`src/rtl/clk_divider_multi.sv`:
```
// Multi-channel programmable clock/tick divider with per-channel shadowed config.
// Optional per-channel phase offset when CLKDIV_PHASE_EN is defined.
module clk_divider_multi #(
  parameter int NCH        = 4,
  parameter int N          = 28,
  parameter int DEF_PERIOD = 49999999,
  parameter int DEF_HIGH   = 25000000
) (
  input  logic                                   clk,
  input  logic                                   rst,
  input  logic [NCH-1:0]                         en,
  input  logic                                   sync,
  input  logic                                   cfg_valid,
  output logic                                   cfg_ready,
  input  logic [((NCH > 1) ? $clog2(NCH) : 1)-1:0] cfg_ch,
  input  logic [N-1:0]                           cfg_period,
  input  logic [N-1:0]                           cfg_high,
`ifdef CLKDIV_PHASE_EN
  input  logic [N-1:0]                           cfg_phase,
`endif
  output logic                                   cfg_err,
  output logic [NCH-1:0]                         out_clk,
  output logic [NCH-1:0]                         tick
);

  localparam int CW = (NCH > 1) ? $clog2(NCH) : 1;
  localparam logic [CW:0]  NCH_W = (CW + 1)'(NCH);
  localparam logic [N-1:0] DEF_P = N'(DEF_PERIOD);
  localparam logic [N-1:0] DEF_H = N'(DEF_HIGH);

  logic [N-1:0]   cnt      [NCH];
  logic [N-1:0]   cnt_n    [NCH];
  logic [N-1:0]   per_act  [NCH];
  logic [N-1:0]   per_sh   [NCH];
  logic [N-1:0]   per_n    [NCH];
  logic [N-1:0]   high_act [NCH];
  logic [N-1:0]   high_sh  [NCH];
  logic [N-1:0]   high_n   [NCH];
  logic [N-1:0]   start_n  [NCH];
`ifdef CLKDIV_PHASE_EN
  logic [N-1:0]   ph_act   [NCH];
  logic [N-1:0]   ph_sh    [NCH];
  logic [N-1:0]   ph_n     [NCH];
`endif

  logic [NCH-1:0] running, run_n;
  logic [NCH-1:0] pending, pend_n;
  logic [NCH-1:0] wr_hit, wrap, apply;
  logic [NCH-1:0] out_q, out_n;
  logic [NCH-1:0] tick_q, tick_n;
  logic           err_q, err_n;

  always_comb begin
    cfg_ready = 1'b1;
    for (int unsigned i = 0; i < NCH; i++) begin
      if (cfg_ch == CW'(i)) cfg_ready = ~pending[i];
    end
  end

  assign err_n = cfg_valid & ~({1'b0, cfg_ch} < NCH_W);

  // Outputs are computed from the next-cycle count and the next-cycle active
  // config so that the registered outputs line up with the registered count.
  always_comb begin
    for (int unsigned i = 0; i < NCH; i++) begin
      wr_hit[i] = cfg_valid & (cfg_ch == CW'(i)) & ~pending[i];
      wrap[i]   = (cnt[i] == per_act[i]);
      apply[i]  = pending[i] & (~en[i] | (running[i] & (sync | wrap[i])));

      per_n[i]  = apply[i] ? per_sh[i]  : per_act[i];
      high_n[i] = apply[i] ? high_sh[i] : high_act[i];
`ifdef CLKDIV_PHASE_EN
      ph_n[i]    = apply[i] ? ph_sh[i] : ph_act[i];
      start_n[i] = (ph_n[i] < per_n[i]) ? ph_n[i] : per_n[i];
`else
      start_n[i] = '0;
`endif

      run_n[i] = running[i];
      cnt_n[i] = cnt[i];
      if (!en[i]) begin
        run_n[i] = 1'b0;
        cnt_n[i] = '0;
      end else if (!running[i]) begin
        run_n[i] = 1'b1;
        cnt_n[i] = start_n[i];
      end else if (sync) begin
        cnt_n[i] = start_n[i];
      end else if (wrap[i]) begin
        cnt_n[i] = '0;
      end else begin
        cnt_n[i] = cnt[i] + N'(1);
      end

      // wr_hit requires pending=0 and apply requires pending=1: never both.
      pend_n[i] = wr_hit[i] | (pending[i] & ~apply[i]);
      out_n[i]  = run_n[i] & (cnt_n[i] < high_n[i]);
      tick_n[i] = run_n[i] & (cnt_n[i] == per_n[i]);
    end
  end

  always_ff @(posedge clk or posedge rst) begin
    if (rst) begin
      for (int unsigned i = 0; i < NCH; i++) begin
        cnt[i]      <= '0;
        per_act[i]  <= DEF_P;
        per_sh[i]   <= DEF_P;
        high_act[i] <= DEF_H;
        high_sh[i]  <= DEF_H;
`ifdef CLKDIV_PHASE_EN
        ph_act[i]   <= '0;
        ph_sh[i]    <= '0;
`endif
      end
      running <= '0;
      pending <= '0;
      out_q   <= '0;
      tick_q  <= '0;
      err_q   <= 1'b0;
    end else begin
      for (int unsigned i = 0; i < NCH; i++) begin
        cnt[i]      <= cnt_n[i];
        per_act[i]  <= per_n[i];
        high_act[i] <= high_n[i];
`ifdef CLKDIV_PHASE_EN
        ph_act[i]   <= ph_n[i];
`endif
        if (wr_hit[i]) begin
          per_sh[i]  <= cfg_period;
          high_sh[i] <= cfg_high;
`ifdef CLKDIV_PHASE_EN
          ph_sh[i]   <= cfg_phase;
`endif
        end
      end
      running <= run_n;
      pending <= pend_n;
      out_q   <= out_n;
      tick_q  <= tick_n;
      err_q   <= err_n;
    end
  end

  assign out_clk = out_q;
  assign tick    = tick_q;
  assign cfg_err = err_q;

endmodule
```
`config.mk`:
```
export PLATFORM = sky130hd
export DESIGN_NAME = clk_divider_multi
export DESIGN_NICKNAME = d
export VERILOG_FILES = /design/src/rtl/clk_divider_multi.sv
export SDC_FILE = /design/constraint.sdc
export NUM_CORES = 1
export LEC_CHECK = 0
export CAP_MARGIN = 10
export CORE_AREA = 4 4 321 323
export DETAILED_ROUTE_END_ITERATION = 7
export DIE_AREA = 0 0 325 327
export SKIP_CTS_REPAIR_TIMING = 1
export SLEW_MARGIN = 5
export SYNTH_ARGS = -nofsm -noshare
export SYNTH_HDL_FRONTEND = slang
export SYNTH_SLANG_ARGS = --single-unit
```
`constraint.sdc`:
```
create_clock -name clk -period 45.4 [get_ports clk]
set_clock_uncertainty 0.1 [all_clocks]
set_input_delay 6.81 -clock clk [delete_from_list [all_inputs] [get_ports clk]]
set_output_delay 6.81 -clock clk [all_outputs]
set_load 0.03 [all_outputs]
```
# Word-level counts from Yosys, hierarchy flattened
# Index checks and enable logic that the tools add are counted.
# totals
reg_bits,576
in_bits,66
output_inout_bits,10
wordCells,128
# classes
add_sub_neg,4
n_lt_le_gt_ge,4
eq_ne,11
n_mux,32
bitwise,52
n_reduce_logical,1
# ops
cell,count
2-to-1 mux 28 bit,24
equality test 28 bit,8
"adder 28 x 1 -> 28 bit, second input constant",4
< comparator 28 bit,4
bitwise AND 1 bit,28
inverter 1 bit,12
bitwise OR 1 bit,12
2-to-1 mux 1 bit,8
"equality test 2 bit, second input constant",2
"equality test 2 x 1 -> 1 bit, second input constant",1
logical NOT 2 bit,1

# Logic depth before layout (Yosys ltp)
# Gate-level depths: netlist of the first run.
# logic_depth
depth_word,8
depth_mapped,22

# Least setup slack after synthesis of the first run
# OpenSTA, ideal clock, no wires.
# synth_path
path_type,input port to output port
from,in cfg_ch[1] (netlist name)
to,out cfg_ready
arrival_time_ps,7484
required_time_ps,38490
setup_slack_ps,31006
stages,2
path_cell_list,mux4_2 -> inv_1
# synth_via
elab_chain_len,5
# synth_rtl
item,line_no,rtl
start: declaration,15,"input logic [((NCH > 1) ? $clog2(NCH) : 1)-1:0] cfg_ch,"
logical NOT 2 bit,56,if (cfg_ch == CW'(i)) cfg_ready = ~pending[i];
2-to-1 mux 1 bit (3 in series),56,
2-to-1 mux 1 bit (*),56,
end: declaration,14,"output logic cfg_ready,"
# Mark *: on every way between the ends. The rest lies on a longest branch, timed or not.

# Final worst setup path of the first run
# Same ends and word-level chain as after synthesis.

==> summary.md, run 1 <==
| Metric | Value |
|---|---|
| Outcome | `finished, final reports clean` |
| Die Area | `0.106 mm²` |
| Top cell type's share of synthesized area | `0.302` |
| Final setup fails | `0` |
| Post-Syn Instances | `2,256` |
| Peak supply drop | `31.4 µV` |
| Gr ovfl total | `0` |
| Starting DRC count in detailed routing | `1,219` |
| Util after Layout | `0.322` |
| Post-synth top area cell | `dfrtp_1` |
| Critical path's top delay family | `buffers and inverters` |
| Crit end category | `primary output` |
| Routed Antenna Nets | `0` |
| CTS root buf | `clkbuf_16` |
| Die X | `325 µm` |
| PortBufs | `74` |
| Clk slew on worst S/H paths | `0.06 ns` |
| Final net count | `2,526` |
| Rel. slew slack | `0.369` |
| Post-synth ARST share | `1.00` |
| Worst path cell trace | `clkdlybuf4s50_1 > mux4_2 > inv_1 > clkdlybuf4s50_1` |
| Syn nets | `2,434` |
| CTS tree | `done` |
| Ys Warns | `0` |
| Fraction of layout cells with a size suffix above 1 | `0.295` |
| P&R area growth vs syn | `15.5%` |
| Initial Util | `0.279` |
| Routability-driven placement congestion ratio | `0.846` |
| Mapped Area | `0.0279 mm²` |
| Global-route wire length before repair | `roughly 110 mm` |
| Worst hold path type | `flip-flop to flip-flop` |
| Initial antenna violation count | `18` |
| Setup TNS | `0 ns` |
| Slowest cell on the critical path | `clkdlybuf4s50_1` |
| Syn_area_per_cell | `12.4 µm²` |
| Hpwl dp | `53.8 mm` |
| Synth unique cells | `63` |
| DR pass1 iterations | `5` |
| CP startpoint kind | `input pin` |
| RSZ-0062 raised after global routing | `no` |
| Vias in the first global route | `17,200` |
| Post-Layout Cell Count | `3,702` |
| # placed instances | `3,585` |
| Post-synthesis sequential area ratio | `0.528` |
| Crit path kind | `input pin to primary output` |
| I/O pins | `76` |
| Fin. Hold Viols | `0` |
| Fin crit share | `0.343` |
| Critical Path AT | `8.67 ns` |
| H-tree levels | `2` |
| Ranking of synthesized cells by area | `dfrtp_1 (30%), dfstp_2 (23%), mux2_2 (13%), xor2_1 (5.5%), ha_1 (5.0%)` |
| Final Max Tran Viols | `0` |
| Overall Global Routing Usage | `0.142` |
| Data required, critical path | `38.49 ns` |
| Number of synthesized flops with an enable pin | `0` |
| Number of buffers and inverters on the critical path | `3` |
| Pin count of the biggest net entering global routing | `approximately 120` |
| Max_cap viols | `0` |
| Core ar. | `0.0999 mm²` |
| Num CTS Buffers | `59` |
| Worst Path Max Fanout | `5` |
| Slew @ Worst Pin | `0.947 ns` |
| PwrDens | `51.9 mW/mm²` |
| Residual DRC | `0` |
| Pleak | `around 0.014 µW` |
| Sink Count | `576` |
| Clock Path Buffers | `3` |
| Slowest Stage Delay on Critical Path | `0.66 ns` |
| Routed WL per cell | `roughly 21 µm` |
| Dominant synthesized flop cell | `dfrtp_1` |
| Synth Register Bits | `576` |
| Vias | `17,200` |
| Via density | `4.63` |
| Die Y | `327 µm` |
| Clk_lat worst skew | `0.62 ns` |
| Total Wirelength | `76.3 mm` |
| Tmin final | `about 16 ns` |
| Fmax | `64.2 MHz` |
| Site Rows | `between 100 and 150` |
| CP dominant cell by count | `clkdlybuf4s50_1` |
==> flip-flops by register name, indices dropped and copies added (netlist names) <==
name and cells:
cnt 112, high_act 112, per_sh 112, high_sh 112, per_act 112, out_clk 4
running 4, pending 4, tick 4
==> final cells by class <==
type / count / area, µm²
Clock inverter: 16 / 190
Inverter: 143 / 544
Clock buffer: 93 / 1820
Sequential cell: 576 / 14700
Tap cell: 1298 / 1620
Multi-Input combinational cell: 1471 / 12400
Antenna cell: 8 / 20.0
Timing Repair Buffer: 97 / 913
Fill cell: 9964 / 67700
==> cell usage in the layout (no fill, tap or decap), drive strengths merged, types with 37 or more instances in the layout <==
cell / Yosys / layout
xor2: 176 / 176
nand3: 43 / 43
a21oi: 37 / 37
clkdlybuf4s50: 0 / 74
ha: 112 / 112
nor2: 149 / 149
dfrtp: 336 / 336
nand2: 65 / 65
inv: 143 / 145
dfstp: 240 / 240
xnor2: 133 / 133
nand4: 65 / 65
clkbuf: 33 / 93
mux2i: 117 / 117
mux2: 328 / 328
==> cell families after synthesis <==
| logic type | Yosys count | synth area share |
|---|---|---|
| other | 1 | 0.000135 |
| DFF | 576 | 0.528 |
| AOI/OAI and AO/OA | 137 | 0.0317 |
| and+or+nand+nor | 466 | 0.0860 |
| adders and majority gates | 112 | 0.0503 |
| buffers and inverters | 209 | 0.0304 |
| xor gates and xnor gates | 309 | 0.0971 |
| muxes | 446 | 0.176 |
==> metrics by stage <==
| stage | hold WS, ns | worst slack (ns) | total power, µW | cell area [µm²] |
|---|---|---|---|---|
| 2_1_floorplan | 0.351 | 22.77 | 1060 | 27900 |
| 3_3_place_gp | 0.372 | 29.79 | 1170 | 30200 |
| 3_5_place_dp | 0.375 | 29.81 | 1180 | 30200 |
| 4_1_cts | 0.390 | 29.80 | 1690 | 32200 |
| 5_1_grt | 0.411 | 29.74 | 1760 | 32200 |
| 6_report | 0.383 | 29.82 | 1670 | 32200 |
==> metal layers <==
layer,part of all wire,wire [µm],vias up,GRT usage
met5,0,0,-,0
met4,0.039,2970,0,0.0528
met3,0.056,4260,108,0.0264
met2,0.44,33900,378,0.220
met1,0.46,35100,8642,0.197
li1,-,-,8023,-
==> where the power goes <==
| group | internal, µW | total, µW | switching, µW | leakage [µW] |
|---|---|---|---|---|
| combinational | 185 | 391 | 206 | 0.00656 |
| clock | 297 | 501 | 204 | 0.000991 |
| sequential | 707 | 778 | 70.8 | 0.00677 |
==> worst paths after layout <==
kind | start | endpoint | cells after the start | slack [ns]
max in group asynchronous | rst | cnt[34] | 4 | 36.21
setup / recovery | cfg_ch[1] | cfg_ready | 4 | 29.82
min in group asynchronous | rst | cnt[22] | 2 | 6.69
hold / removal | high_act[94] | high_act[94] | 2 | 0.38
hold reg to reg | high_act[94] | high_act[94] | 2 | 0.38
setup reg to reg | per_act[20] | out_clk[3] | 15 | 40.44
==> worst reg2reg max path, cell delays in order, from the launching register on <==
cell	delay, ns
dfstp_2	0.55
xnor2_1	0.18
nand4_1	0.15
nor4_2	0.35
a31oi_1	0.22
nand2b_4	0.39
buf_4	0.42
mux2i_1	0.22
ha_1	0.34
nand4_1	0.19
nor2_1	0.20
nand2_1	0.09
or3_1	0.47
or4_1	0.54
a21oi_1	0.32
nor3_1	0.11
==> synthesized netlist by cell type, types with 2 or more instances <==
library cell  instances
a211oi_1              5
a21o_1               27
a21oi_1              37
a22o_1                2
a31oi_1               5
and2_1                5
and3_1               21
and4_1               11
buf_1                 4
buf_2                24
buf_6                 4
clkbuf_1             33
dfrtp_1             336
dfstp_2             240
ha_1                112
inv_1               143
mux2_2              322
mux2_4                6
mux2i_1             117
nand2_1              65
nand2b_1             12
nand3_1              43
nand4_1              65
nand4b_1              5
nor2_1              149
nor2b_1              17
nor3_1               15
nor4_1               31
nor4_2                4
nor4b_1               3
o2111ai_1             4
o211ai_1              2
o21ai_0              33
o221ai_1              2
o22ai_1               4
o2bb2ai_1             2
or2_2                 3
or3_1                11
xnor2_1             133
xor2_1              176
(Power assumes the default switching activity.)
==> inputs of run 2 (changes only) <==
clock period = 13.5 ns   (was 45.4 ns; I/O delays follow)
==> run 2 against run 1 <==
Effect of this change: setup slack got worse by 22 ns; critical path depth unchanged; clock power increased to 3.2 times the previous value; core utilization decreased by 0.13 points; via count decreased by 0.45%; critical endpoint unchanged; largest power group unchanged.
==> summary.md, run 2 (synthesis results as in run 1) <==
| Metric | Value |
|---|---|
| Initial Util | `0.279` |
| Vias in the first global route | `17,600` |
| Starting DRC count in detailed routing | `approximately 1,200` |
| Residual DRC | `0` |
| Peak supply drop | `roughly 94 µV` |
| Vias | `17,100` |
| R2R depth | `18` |
| Crit end category | `primary output` |
| Rel. slew slack | `0.330` |
| Max_cap viols | `0` |
| Num CTS Buffers | `between 50 and 60` |
| CP startpoint kind | `input pin` |
| PwrDens | `173 mW/mm²` |
| Most frequent cells in the layout | `dfrtp_1 (336), mux2_2 (322), dfstp_2 (240)` |
| Routed WL per cell | `21.2 µm` |
| Fmax | `165 MHz` |
| R2R setup slack | `8.88 ns` |
| Gr ovfl total | `0` |
| Die Y | `around 330 µm` |
| Initial antenna violation count | `19` |
| Fin crit share | `0.448` |
| Reg2reg end | `out_clk[1]` |
| Slowest cell on the critical path | `clkdlybuf4s50_1` |
| Crit path kind | `input pin to primary output` |
| Overall power | `5550 µW` |
| Via density | `4.62` |
| Top Usage Layer GRT | `met2` |
| Leading cell type in the layout, fill and taps excluded | `dfrtp_1` |
| Data required, critical path | `11.38 ns` |
| Clk_lat worst skew | `0.62 ns` |
| Tmin final | `6.05 ns` |
| Outcome | `finished, final reports clean` |
| Core ar. | `~0.1 mm²` |
| Clock Path Buffers | `3` |
| Hold Path Cell Cnt | `2` |
| Global-route wire length before repair | `116 mm` |
| Worst hold path type | `flip-flop to flip-flop` |
| I/O pins | `76` |
| Routed Antenna Nets | `0` |
| Routability-driven placement congestion ratio | `0.821` |
| Sink Count | `576` |
| Slew @ Worst Pin | `1.01 ns` |
| Final Max Tran Viols | `0` |
| H-tree levels | `2` |
| Hold path start | `high_act[91]` |
| Worst path cell trace | `clkdlybuf4s50_1 > mux4_2 > inv_1 > clkdlybuf4s50_1` |
| P&R area growth vs syn | `15.0%` |
| Final setup fails | `0` |
| Clk slew on worst S/H paths | `0.06 ns` |
| Number of buffers and inverters on the critical path | `3` |
| Critical path's top delay family | `buffers and inverters` |
| CP dominant cell by count | `clkdlybuf4s50_1` |
| Slowest Stage Delay on Critical Path | `0.67 ns` |
| Fill cells | `10,000` |
| PortBufs | `74` |
| Final net count | `2,522` |
| CTS root buf | `clkbuf_16` |
| Hold path endpoint | `high_act[91]` |
| DR pass1 iterations | `7` |
| Pin count of the biggest net entering global routing | `169` |
| Die X | `325 µm` |
| Site Rows | `116` |
| Die Area | `0.106 mm²` |
| Fin. Hold Viols | `0` |
| CTS tree | `done` |
| Fraction of layout cells with a size suffix above 1 | `0.292` |
| Pleak | `around 0.014 µW` |
| Worst Path Max Fanout | `5` |
| Critical Path AT | `3.92 ns` |
| Total Wirelength | `78.4 mm` |
| Hpwl dp | `55.1 mm` |
| RSZ-0062 raised after global routing | `no` |
| Overall Global Routing Usage | `0.145` |
| Met3 Resource Use GR | `0.0272` |
| Met1 Track Usage GR | `0.196` |
| Met2 usage in global routing | `0.242` |
| Setup TNS | `0 ns` |
| R2R Path Start | `per_act[76]` |
run 2: worst max-delay path by stage:
stage                     cells past startpoint  startpoint          to  slack [ns]
after floorplan                               1         rst      cnt[0]        3.72
after global placement                       14        sync  out_clk[3]        7.17
after detailed placement                     14        sync  out_clk[3]        7.03
after CTS                                     4   cfg_ch[1]   cfg_ready        7.45
after global routing                          4   cfg_ch[1]   cfg_ready        7.35
final                                         4   cfg_ch[1]   cfg_ready        7.45
run 2: final cells by class:
type	count	area (µm²)	area share
Multi-Input combinational cell	1471	12400	0.386
Clock buffer	95	1790	0.0560
Tap cell	1298	1620	0.0507
Timing Repair Buffer	94	916	0.0286
Antenna cell	5	12.5	0.000390
Clock inverter	12	90.1	0.00281
Inverter	143	541	0.0169
Sequential cell	576	14700	0.459
run 2: where the power goes:
| group | switching (µW) | internal [µW] | leakage (µW) |
|---|---|---|---|
| Combinational | 693 | 621 | 0.00655 |
| Clock | 686 | 920 | 0.000926 |
| Sequential | 250 | 2380 | 0.00677 |
| Total | 1630 | 3920 | 0.0142 |
run 2: worst reg2reg max path, delay by kind of cell (launching register included):
family | cells | cell delay [ns]
AND/OR/NAND/NOR | 6 | 1.51
AO/OA/AOI/OAI | 8 | 1.29
flip-flops | 1 | 0.54
buffers and inverters | 1 | 0.44
adder cells (fa/ha/maj) | 1 | 0.34
multiplexers | 1 | 0.23
XOR/XNOR | 1 | 0.11
run 2: metrics by stage:
step            util  cells  hold WS (ns)  area [µm²]  setup WS [ns]
6_report       0.321   3694         0.383       32000           7.45
5_1_grt        0.321   3689         0.408       32000           7.35
4_1_cts        0.321   3689         0.390       32000           7.45
3_5_place_dp   0.302   3582         0.376       30200           7.03
3_3_place_gp   0.302   3582         0.372       30200           7.17
2_1_floorplan      -   2256         0.351       27900           3.72
run 2: metal layers:
| metal | vias to the layer above | routed length [µm] |
|---|---|---|
| met4 | 2 | 2000 |
| met3 | 100 | 3970 |
| met5 | - | 9 |
| met2 | 358 | 36900 |
| li1 | 8000 | - |
| met1 | 8613 | 35500 |
==> inputs of run 3 (changes only) <==
clock period = 5.2 ns   (was 13.5 ns; I/O delays follow)
==> run 3 against run 2 <==
Effect of this change: via count grew 0.32%; first-iteration DRC count shrank 2.0%; register-to-register slack lost 8.0 ns; non-clock buffer count grew 17; total power grew to 2.6 times the previous value; final cell count grew 0.62%; sequential power grew to 2.6 times the previous value; critical path depth grew 14; flip-flop and latch count is the same; cell area grew 0.99%; core utilization grew 0.32 points; largest cell class unchanged.
==> summary.md, run 3 (synthesis results as in run 1) <==
| Metric | Value |
|---|---|
| Outcome | `finished, final reports clean` |
| CTS tree | `done` |
| Fin crit share | `0.839` |
| Final net count | `2,541` |
| Reg2reg end | `out_clk[1]` |
| Residual DRC | `0` |
| Die Y | `327 µm` |
| Vias in the first global route | `between 15,000 and 20,000` |
| Worst hold path type | `flip-flop to flip-flop` |
| Routability-driven placement congestion ratio | `0.851` |
| Area of the multi-input gates | `0.0124 mm²` |
| Post-Layout Cell Count | `3,717` |
| Crit path kind | `flip-flop to flip-flop` |
| Total Wirelength | `78.1 mm` |
| Clk_lat worst skew | `0.64 ns` |
| Sink Count | `576` |
| CP startpoint kind | `flip-flop` |
| Final setup fails | `0` |
| DR pass1 iterations | `5` |
| Die Area | `0.106 mm²` |
| CP endpoint | `out_clk[1]` |
| Initial Util | `0.279` |
| H-tree levels | `2` |
| # placed instances | `roughly 3,600` |
| R2R Path Start | `cnt[62]` |
| Fin. Hold Viols | `0` |
| Routed WL per cell | `21.0 µm` |
| Critical Path AT | `4.83 ns` |
| I/O pins | `76` |
| Worst Path Max Fanout | `29` |
| R2R setup slack | `about 0.84 ns` |
| Util after Layout | `0.324` |
| Gr ovfl total | `0` |
| Site Rows | `between 100 and 150` |
| Overall Global Routing Usage | `0.145` |
| RSZ-0062 raised after global routing | `no` |
| Sequential cell area | `0.0147 mm²` |
| CTS root buf | `clkbuf_16` |
| Peak supply drop | `~250 µV` |
| P&R area growth vs syn | `16.2%` |
| Core ar. | `0.0999 mm²` |
| Fmax | `229 MHz` |
| Die X | `325 µm` |
| Clk slew on worst S/H paths | `0.06 ns` |
| Slew @ Worst Pin | `0.908 ns` |
| PortBufs | `74` |
| Fill cells | `9,978` |
| Most frequent cells in the layout | `dfrtp_1 (336), mux2_2 (322), dfstp_2 (240)` |
| Tmin final | `4.36 ns` |
| Pleak | `0.0144 µW` |
| Initial antenna violation count | `30` |
| Global-route wire length before repair | `between 100 and 150 mm` |
| Num CTS Buffers | `60` |
| Crit end category | `flip-flop` |
| Final Max Tran Viols | `0` |
| Hold path start | `high_act[87]` |
| Data required, critical path | `around 5.7 ns` |
| Setup crit start | `cnt[62]` |
| Max_cap viols | `0` |
| Vias | `17,100` |
| PwrDens | `~450 mW/mm²` |
| R2R depth | `18` |
| Clock Path Buffers | `3` |
| Starting DRC count in detailed routing | `1,179` |
| Via density | `around 4.6` |
| Routed Antenna Nets | `0` |
| Fraction of layout cells with a size suffix above 1 | `0.299` |
| Hpwl dp | `56.0 mm` |
| Pin count of the biggest net entering global routing | `100` |
| Leading cell type in the layout, fill and taps excluded | `dfrtp_1` |
| Rel. slew slack | `0.394` |
==> run 3: cell types whose count changed in the layout (fill, tap and decap cells not counted) <==
cell,change
buf_4,+13
clkinv_2,+2
inv_6,+2
clkinv_4,+2
diode_2,+3
bufinv_16,+6
buf_12,+4
clkbuf_1,-3
clkbuf_8,-6
==> run 3: metal layers <==
layer / vias to the layer above / GRT usage / wire length, µm
met1: 8600 / 0.201 / 34900
met4: 2 / 0.0415 / 1970
met2: 381 / 0.234 / 36200
met3: 92 / 0.0244 / 4980
met5: - / 0 / 13
li1: 8052 / - / -
==> run 3: final cells by class <==
class,count,share of cell area
repair buffers,111,0.0338
clock buffers,86,0.0525
multi-input cells,1471,0.382
well taps,1298,0.0502
diodes,8,0.000619
inverters,143,0.0167
clock inverters,24,0.00974
flip-flops and latches,576,0.455
==> run 3: worst min-delay path by stage <==
stage,end,slack (ns),cells after the start
floorplan,high_act[28],0.35,2
global placement,high_act[27],0.37,2
detailed placement,high_act[87],0.37,2
CTS,high_act[87],0.39,2
global route,high_act[109],0.40,2
finish,high_act[87],0.38,2
==> run 3: critical path, cell delays in order (launching register included) <==
cell	delay, ns
dfrtp_1	0.45
xor2_1	0.19
nor4_1	0.52
nand4_1	0.31
o211ai_2	0.31
nand2_4	0.34
buf_4	0.35
mux2i_1	0.22
ha_1	0.28
a21o_1	0.18
a21o_1	0.16
a21o_1	0.16
a21oi_1	0.13
nor2b_1	0.05
o21ai_0	0.15
nand2b_1	0.07
a21oi_1	0.13
o21ai_0	0.08
nor2_1	0.09
==> run 3: metrics by stage <==
stage	power, µW	TNS (ns)	hold WS [ns]	instance area (µm²)	setup WS (ns)
floorplan	9260	-1403.39	0.351	27900	-3.33
global placement	10300	0	0.372	30300	0.682
detailed placement	10400	0	0.374	30300	0.551
CTS	14900	0	0.390	32300	0.798
global route	15500	0	0.399	32300	0.516
finish	14700	0	0.385	32400	0.837
==> run 3: report_power, final <==
group / internal, µW / total (µW) / switching, µW / leakage, µW
sequential: 6170 / 6830 / 657 / 0.00677
clock: 2610 / 4430 / 1820 / 0.000989
combinational: 1620 / 3420 / 1790 / 0.00665
